`src/rtl/alu_mul_seq_if.sv`:
```
// rtl/alu_mul_seq_if.sv - start/done handshake bundle for the sequential multiplier
interface alu_mul_seq_if #(
  parameter int WIDTH = 32
);
  logic                   start;
  logic                   is_signed;
  logic [WIDTH-1:0]       A;
  logic [WIDTH-1:0]       B;
  logic                   busy;
  logic                   done;
  logic [2*WIDTH-1:0]     P;

  modport master (
    output start, is_signed, A, B,
    input  busy, done, P
  );

  modport slave (
    input  start, is_signed, A, B,
    output busy, done, P
  );
endinterface

```
`src/rtl/alu_mul_seq.sv`:
```
// rtl/alu_mul_seq.sv - iterative radix-4 Booth multiplier, one digit per clock
// Optional early finish when remaining digits are zero: ALU_MUL_SEQ_EARLY_EXIT_EN
module alu_mul_seq #(
  parameter int WIDTH = 32
) (
  input  logic         clock,
  input  logic         clear_n,
  alu_mul_seq_if.slave bus
);
  localparam int MW = WIDTH + 3;
  localparam int AW = 2 * WIDTH + 4;
  localparam int N  = WIDTH / 2 + 1;
  localparam int CW = $clog2(N);

  typedef enum logic {IDLE, RUN} state_t;

  state_t          state;
  logic [AW-1:0]   mcand;
  logic [AW-1:0]   acc;
  logic [MW-1:0]   mplier;
  logic [CW-1:0]   count;

  logic [AW-1:0]   pp_mag;
  logic [AW-1:0]   pp;
  logic [AW-1:0]   sum;
  logic [MW-1:0]   mplier_next;
  logic            neg;
  logic            last;

  // mplier keeps b[-1] in bit 0, so the current digit is always mplier[2:0]
  always_comb begin
    pp_mag = '0;
    neg    = 1'b0;
    case (mplier[2:0])
      3'b001, 3'b010: pp_mag = mcand;
      3'b011:         pp_mag = mcand << 1;
      3'b100: begin
        pp_mag = mcand << 1;
        neg    = 1'b1;
      end
      3'b101, 3'b110: begin
        pp_mag = mcand;
        neg    = 1'b1;
      end
      default:        pp_mag = '0;
    endcase
    pp          = neg ? -pp_mag : pp_mag;
    sum         = acc + pp;
    mplier_next = {{2{mplier[MW-1]}}, mplier[MW-1:2]};
  end

`ifdef ALU_MUL_SEQ_EARLY_EXIT_EN
  // All-equal remaining bits (sign fill included) encode only zero digits
  assign last = (count == CW'(N - 1)) || (mplier_next == '0) || (&mplier_next);
`else
  assign last = (count == CW'(N - 1));
`endif

  always_ff @(posedge clock or negedge clear_n) begin
    if (!clear_n) begin
      state    <= IDLE;
      mcand    <= '0;
      acc      <= '0;
      mplier   <= '0;
      count    <= '0;
      bus.busy <= 1'b0;
      bus.done <= 1'b0;
      bus.P    <= '0;
    end else begin
      bus.done <= 1'b0;
      case (state)
        IDLE: begin
          if (bus.start) begin
            mcand    <= bus.is_signed ? {{(AW-WIDTH){bus.A[WIDTH-1]}}, bus.A}
                                      : {{(AW-WIDTH){1'b0}}, bus.A};
            mplier   <= {{2{bus.is_signed & bus.B[WIDTH-1]}}, bus.B, 1'b0};
            acc      <= '0;
            count    <= '0;
            bus.busy <= 1'b1;
            state    <= RUN;
          end
        end
        RUN: begin
          acc    <= sum;
          mcand  <= mcand << 2;
          mplier <= mplier_next;
          count  <= count + 1'b1;
          if (last) begin
            bus.P    <= sum[2*WIDTH-1:0];
            bus.done <= 1'b1;
            bus.busy <= 1'b0;
            state    <= IDLE;
          end
        end
        default: state <= IDLE;
      endcase
    end
  end
endmodule
```
`src/flat_wrapper.sv`:
```
// flat-port wrapper written by rule: the top's interface ports become plain ports
module alu_mul_seq_flat 
#(
  parameter int WIDTH = 32
)
  (clock, clear_n, bus_start, bus_is_signed, bus_A, bus_B, bus_busy, bus_done, bus_P);
  alu_mul_seq_if #(.WIDTH(WIDTH)) bus_i ();
  input  logic clock;
  input  logic clear_n;
  input wire logic [$bits(bus_i.start)-1:0] bus_start;
  input wire logic [$bits(bus_i.is_signed)-1:0] bus_is_signed;
  input wire logic [$bits(bus_i.A)-1:0] bus_A;
  input wire logic [$bits(bus_i.B)-1:0] bus_B;
  output wire logic [$bits(bus_i.busy)-1:0] bus_busy;
  output wire logic [$bits(bus_i.done)-1:0] bus_done;
  output wire logic [$bits(bus_i.P)-1:0] bus_P;
  assign bus_i.start = bus_start;
  assign bus_i.is_signed = bus_is_signed;
  assign bus_i.A = bus_A;
  assign bus_i.B = bus_B;
  assign bus_busy = bus_i.busy;
  assign bus_done = bus_i.done;
  assign bus_P = bus_i.P;
  alu_mul_seq #(.WIDTH(WIDTH)) u_core (.clock(clock), .clear_n(clear_n), .bus(bus_i));
endmodule
```
`config.mk`:
```
export PLATFORM = sky130hd
export DESIGN_NAME = alu_mul_seq_flat
export DESIGN_NICKNAME = d
export VERILOG_FILES = /design/src/rtl/alu_mul_seq_if.sv /design/src/rtl/alu_mul_seq.sv /design/src/flat_wrapper.sv
export SDC_FILE = /design/constraint.sdc
export NUM_CORES = 1
export LEC_CHECK = 0
export BUFFER_PORTS_ARGS = -buffer_cell sky130_fd_sc_hd__buf_2
export CAP_MARGIN = 20
export CORE_MARGIN = 5
export CORE_UTILIZATION = 50
export DETAILED_ROUTE_END_ITERATION = 8
export PLACE_DENSITY = 0.69
export SLEW_MARGIN = 20
export SYNTH_ARGS = -nofsm -noshare
export SYNTH_HDL_FRONTEND = slang
export SYNTH_SLANG_ARGS = --single-unit
```
`constraint.sdc`:
```
create_clock -name clock -period 17.9 [get_ports clock]
set_input_delay 2.685 -clock clock [delete_from_list [all_inputs] [get_ports clock]]
set_output_delay 2.685 -clock clock [all_outputs]
set_load 0.005 [all_outputs]
```
After elaboration in Yosys (flattened, before gate mapping)

Index checks and enable logic that the tools add are counted.
Widths: inputs -> output; s select.

Bits in registers: 243
Output and inout bits: 66
Word-level logic and storage cells: 49

Add/subtract/negate cells: 3
Equal/unequal tests: 9
Multiplexer cells: 20
Bitwise operators: 2
Reductions and logical operators: 6

Operator list:

| kind                | number |
|---|---|
| $pmux 68 s2         | 3 |
| $mux 68             | 4 |
| $pmux 35 s2         | 1 |
| $add 68x68->68      | 1 |
| $neg 68->68         | 1 |
| $mux 35             | 1 |
| $pmux 5 s2          | 1 |
| $eq 3x3->1 const B  | 3 |
| $mux 1              | 7 |
| $eq 3x2->1 const B  | 2 |
| $reduce_and 2->1    | 3 |
| $add 5x1->5 const B | 1 |
| $eq 5x5->1 const B  | 1 |
| $mux 5              | 1 |
| $ne 2x2->1 const B  | 2 |
| $pmux 1 s2          | 2 |
| $reduce_or 4->1     | 1 |
| $eq 3x1->1 const B  | 1 |
| $reduce_or 3->1     | 1 |
| $reduce_or 2->1     | 1 |
| $and 1x1->1         | 1 |
| $not 1->1           | 1 |

Longest topological paths before layout

Word-level depth: 7
Gate-level depth with buffers: 33
Mapped depth without buffers: 24

Worst setup path before layout

No wires, ideal clock.

Path kind: flip-flop to flip-flop
Start: reg u_core.mplier[0]
End: reg u_core.acc[62]
Arrival time: 6.315 ns
Setup slack: 11.498 ns
Stages on the path, launching flop included: 30
Path buffers: 7
Clock period less this slack: 6.402 ns
Cell sequence: dfrtp_1 -> inv_1 -> ha_1 -> clkbuf_1 -> buf_2 -> clkbuf_1 -> buf_1 -> clkbuf_1 -> buf_2 -> buf_1 -> and2_1 -> inv_1 -> ha_1 -> inv_1 -> a221oi_1 -> nand4_2 -> nor3_4 -> nand4_2 -> or4_4 -> o21ai_0 -> xor2_1 -> ha_1 -> and4_1 -> nor2b_1 -> nand4_1 -> or4_1 -> o21a_1 -> o21ai_0 -> mux2_2 -> o211ai_1

Cells in the longest elaborated chain, start to end: 7

Ends and longest elaborated chain:

| what                                                                | line              | source |
|---|---|---|
| from (decl)                                                         | alu_mul_seq.sv:20 | `logic [MW-1:0] mplier;` |
| from (signal assigned)                                              | alu_mul_seq.sv:76 | `mplier <= {{2{bus.is_signed & bus.B[WIDTH-1]}}, bus.B, 1'b0};` |
| from (signal assigned)                                              | alu_mul_seq.sv:86 | `mplier <= mplier_next;` |
| $eq 3x1->1 (tied with other cells)                                  | alu_mul_seq.sv:34 | `case (mplier[2:0])` |
| $reduce_or 4->1 (no line) / $reduce_or 2->1 (equally long branches) | --                |  |
| $pmux 68 s2                                                         | alu_mul_seq.sv:34 |  |
| $neg 68->68                                                         | alu_mul_seq.sv:47 | `pp = neg ? -pp_mag : pp_mag;` |
| $mux 68 *                                                           | alu_mul_seq.sv:47 |  |
| $add 68x68->68 *                                                    | alu_mul_seq.sv:48 | `sum = acc + pp;` |
| $pmux 68 s2 *                                                       | alu_mul_seq.sv:71 | `case (state)` |
| to (signal assigned)                                                | alu_mul_seq.sv:84 | `acc <= sum;` |
| to (decl)                                                           | alu_mul_seq.sv:19 | `logic [AW-1:0] acc;` |

Mark *: on every way between the ends. The rest lies on a longest branch, timed or not.
A chain may end at the register's enable or synchronous reset.

Worst setup path after layout

Start: reg u_core.mplier[0]
End: reg u_core.bus.P[55]

Cells in the longest elaborated chain, start to end: 6

Ends and longest elaborated chain:

| what                                                                | line                 | source |
|---|---|---|
| $eq 3x1->1 (tied with other cells)                                  | alu_mul_seq.sv:34    |  |
| $reduce_or 4->1 (no line) / $reduce_or 2->1 (equally long branches) | --                   |  |
| $pmux 68 s2                                                         | alu_mul_seq.sv:34    |  |
| $neg 68->68                                                         | alu_mul_seq.sv:47    |  |
| $mux 68 *                                                           | alu_mul_seq.sv:47    |  |
| $add 68x68->68 *                                                    | alu_mul_seq.sv:48    |  |
| to (signal assigned)                                                | alu_mul_seq.sv:89    | `bus.P <= sum[2*WIDTH-1:0];` |
| to (decl)                                                           | alu_mul_seq_if.sv:20 | `output busy, done, P` |

Marked as above.

==> impl_metrics.json <==
{
  "die_x_um": 190,
  "relSlewSlack": 0.376,
  "crit_type": "flip-flop to flip-flop",
  "maxCapViolCount": 0,
  "initial_core_util": 0.510,
  "syn_area_per_cell_um2": 8.76,
  "synth_top_family_by_area": "compound AO/OA/AOI/OAI gates",
  "dp_hpwl_mm": 32.5,
  "grt_pass1_wl_mm": 73.8,
  "final_cell_mix": "nand2_1, dfrtp_1, o21ai_0, buf_2, a21oi_1",
  "num_io_pins": 134,
  "tns_ps": 0,
  "finalMaxSlewViolations": 0,
  "synth-xor-area-share": 0.0654,
  "worst-path-buf-inv": 3,
  "r2r_setup_slack_ps": 10700,
  "rr_startpoint": "u_core.mplier[0]",
  "synthMuxAreaShare": 0.0610,
  "finClkSkew_ps": 7.53,
  "grt_usage": 0.245,
  "cts-root-buf": "clkbuf_16",
  "wl_mm": 44.9,
  "rows": 65,
  "num_vias": 14200,
  "grt-ovfl-total": 0,
  "core-area_um2": 31700,
  "post_cts_resized": 0,
  "r2r_cells": 21,
  "grt_max_degree": 102,
  "post_cts_buffers": 0,
  "hold_viol": 0,
  "antenna_found_initial": 3,
  "cts_buffers": 25,
  "syn_nets": 2000,
  "gp_congestion": 0.945,
  "clk_pin_slew_ps": 60,
  "yosys.area_share.simple": 0.153,
  "critPathLaunchType": "flip-flop",
  "syn_to_final_growth_pct": 10.6,
  "clk_latency_ps": 540,
  "holdCritStartpoint": "u_core.bus.P[6]",
  "hold_path_depth": 2,
  "postCtsHoldBufs": 0,
  "arrival_ps": 7620,
  "place.port_buffers": 133,
  "period_needed_ps": 7200,
  "rsz0062_at_grt": "false",
  "cp_cell_sequence": "inv_1, ha_2, buf_4, inv_1, nand2_1, a221o_1, nor3_4, nand4_2, nor3_1, a31oi_1, xnor2_1, ha_1, a21oi_1, o21ai_0, a211oi_1, a21oi_1, a211oi_1, a21oi_1, a211oi_1, xnor2_1, mux2_2",
  "status": "complete, no violations",
  "cpMaxStageDelayCell": "a211oi_1",
  "period_share": 0.402,
  "drive_above_1_share": 0.129,
  "layout_commonest_cell": "nand2_1",
  "clk_path_buf_depth": 3,
  "ant_nets": 0,
  "crit_family": "compound AO/OA/AOI/OAI gates",
  "drc": 0,
  "synth_compound_area_frac": 0.247,
  "path_max_fanout": 97,
  "ys_ff_latch": 235,
  "drtIter0Drc": 1287,
  "synth_flop_cell": "dfrtp_1",
  "critPathMaxStageDelay_ps": 680,
  "hp-class": "flip-flop to flip-flop",
  "worst_pin_slew_ps": 936,
  "h-tree-depth": 1,
  "yosys_warnings": 0,
  "min_to": "u_core.bus.P[6]",
  "synth_edf_count": 0,
  "yosys.cell_types.count": 82,
  "post_drt_wl_per_cell_um": 19.5,
  "ys_seq_area_frac": 0.363,
  "cp-end-kind": "flip-flop",
  "die_height_um": 190,
  "clock_sinks": 235,
  "cp.required_ps": 18320,
  "dr.pass1.iters": 8,
  "synth_fa_ha_area_frac": 0.0654,
  "viasPerCell": 6.17,
  "synthesis.area_um2": 16200,
  "timing.fmax_mhz": 139,
  "fp.dieArea_um2": 36100,
  "synthArstFlopShare": 1.00,
  "timing.rr.end": "u_core.bus.P[55]",
  "nets": 2035,
  "cts_tree": "yes",
  "setup_viol": 0,
  "first_global_vias": 13800,
  "syn_inst": 1848
}
worst max path at each step:
stage | from | endpoint | cells after the start
after floorplan | u_core.mplier[0] | u_core.acc[62] | 29
after global placement | u_core.mplier[0] | u_core.bus.P[61] | 21
after detailed placement | u_core.mplier[0] | u_core.bus.P[55] | 21
after CTS | u_core.mplier[0] | u_core.bus.P[55] | 21
after global routing | u_core.mplier[0] | u_core.bus.P[55] | 21
final | u_core.mplier[0] | u_core.bus.P[55] | 21
area by class of cell:
cell class              instances  area (um^2)
clock inverters                15          269
well taps                     402          503
fillers                      2892        13800
clock buffers                  31          688
flip-flops and latches        235         5880
diodes                          1         2.50
inverters                      45          169
multi-input cells            1430         9610
repair buffers                146          779
tightest hold or removal path: stages (launching register included):
cell     delay [ps]
dfrtp_1         330
nand2_1          50
nand2_1          50
cells in the mapped netlist (all sizes together), types with 8 or more instances:
master	instances	area, um^2
o221ai	11	96.3
o311ai	15	131
xor2	39	342
mux2i	70	713
nand4	35	231
nor2b	9	56.3
nor3	18	106
clkbuf	110	414
and3	14	87.6
mux2	24	274
buf	28	138
a21o	38	285
nand2	276	1040
a221oi	8	70.1
a21oi	108	541
a22oi	62	485
or3	10	62.6
a22o	53	464
o21a	12	90.1
and2	10	65.1
ha	83	1040
dfrtp	235	5880
o22ai	10	62.6
o21bai	12	90.1
a31oi	22	138
o21ai	153	766
nor4	14	87.6
nand3	30	150
nor2	93	357
o31ai	10	75.1
a221o	9	90.1
xnor2	81	717
inv	43	161
through the flow:
step / cell area [um^2] / std cells / hold WS [ps] / utilization / setup WS [ps]
floorplan: 16200 / 1848 / 448 / - / 11500
global placement: 16900 / 2257 / 452 / 0.534 / 11200
detailed placement: 16900 / 2258 / 457 / 0.534 / 10960
CTS: 17900 / 2304 / 472 / 0.564 / 10940
global route: 17900 / 2305 / 489 / 0.564 / 10190
finish: 17900 / 2305 / 465 / 0.564 / 10700
registers in the layout, indices dropped and copies added (netlist names):
signal,cells
u_core.bus.done,1
u_core.bus.P,64
u_core.mcand,64
u_core.state,1
u_core.acc,64
u_core.bus.busy,1
u_core.count,5
u_core.mplier,35
metal layers:
layer / up-vias / part of all wire / wire length (um) / GRT usage
met5: - / 0.00060 / 27 / 0
met2: 513 / 0.42 / 18800 / 0.364
met4: 4 / 0.017 / 757 / 0.0465
met3: 67 / 0.075 / 3350 / 0.0372
met1: 6782 / 0.49 / 21900 / 0.383
li1: 6845 / - / - / -
logic make-up after synthesis:
family	Yosys count
AOI/OAI and AO/OA	592
and+or+nand+nor	540
DFF	235
buffers and inverters	183
xor gates and xnor gates	120
muxes	94
adders and majority gates	84
Power is not shown: default switching activity piles up to over one toggle a cycle in this logic, so the estimate is an artifact.
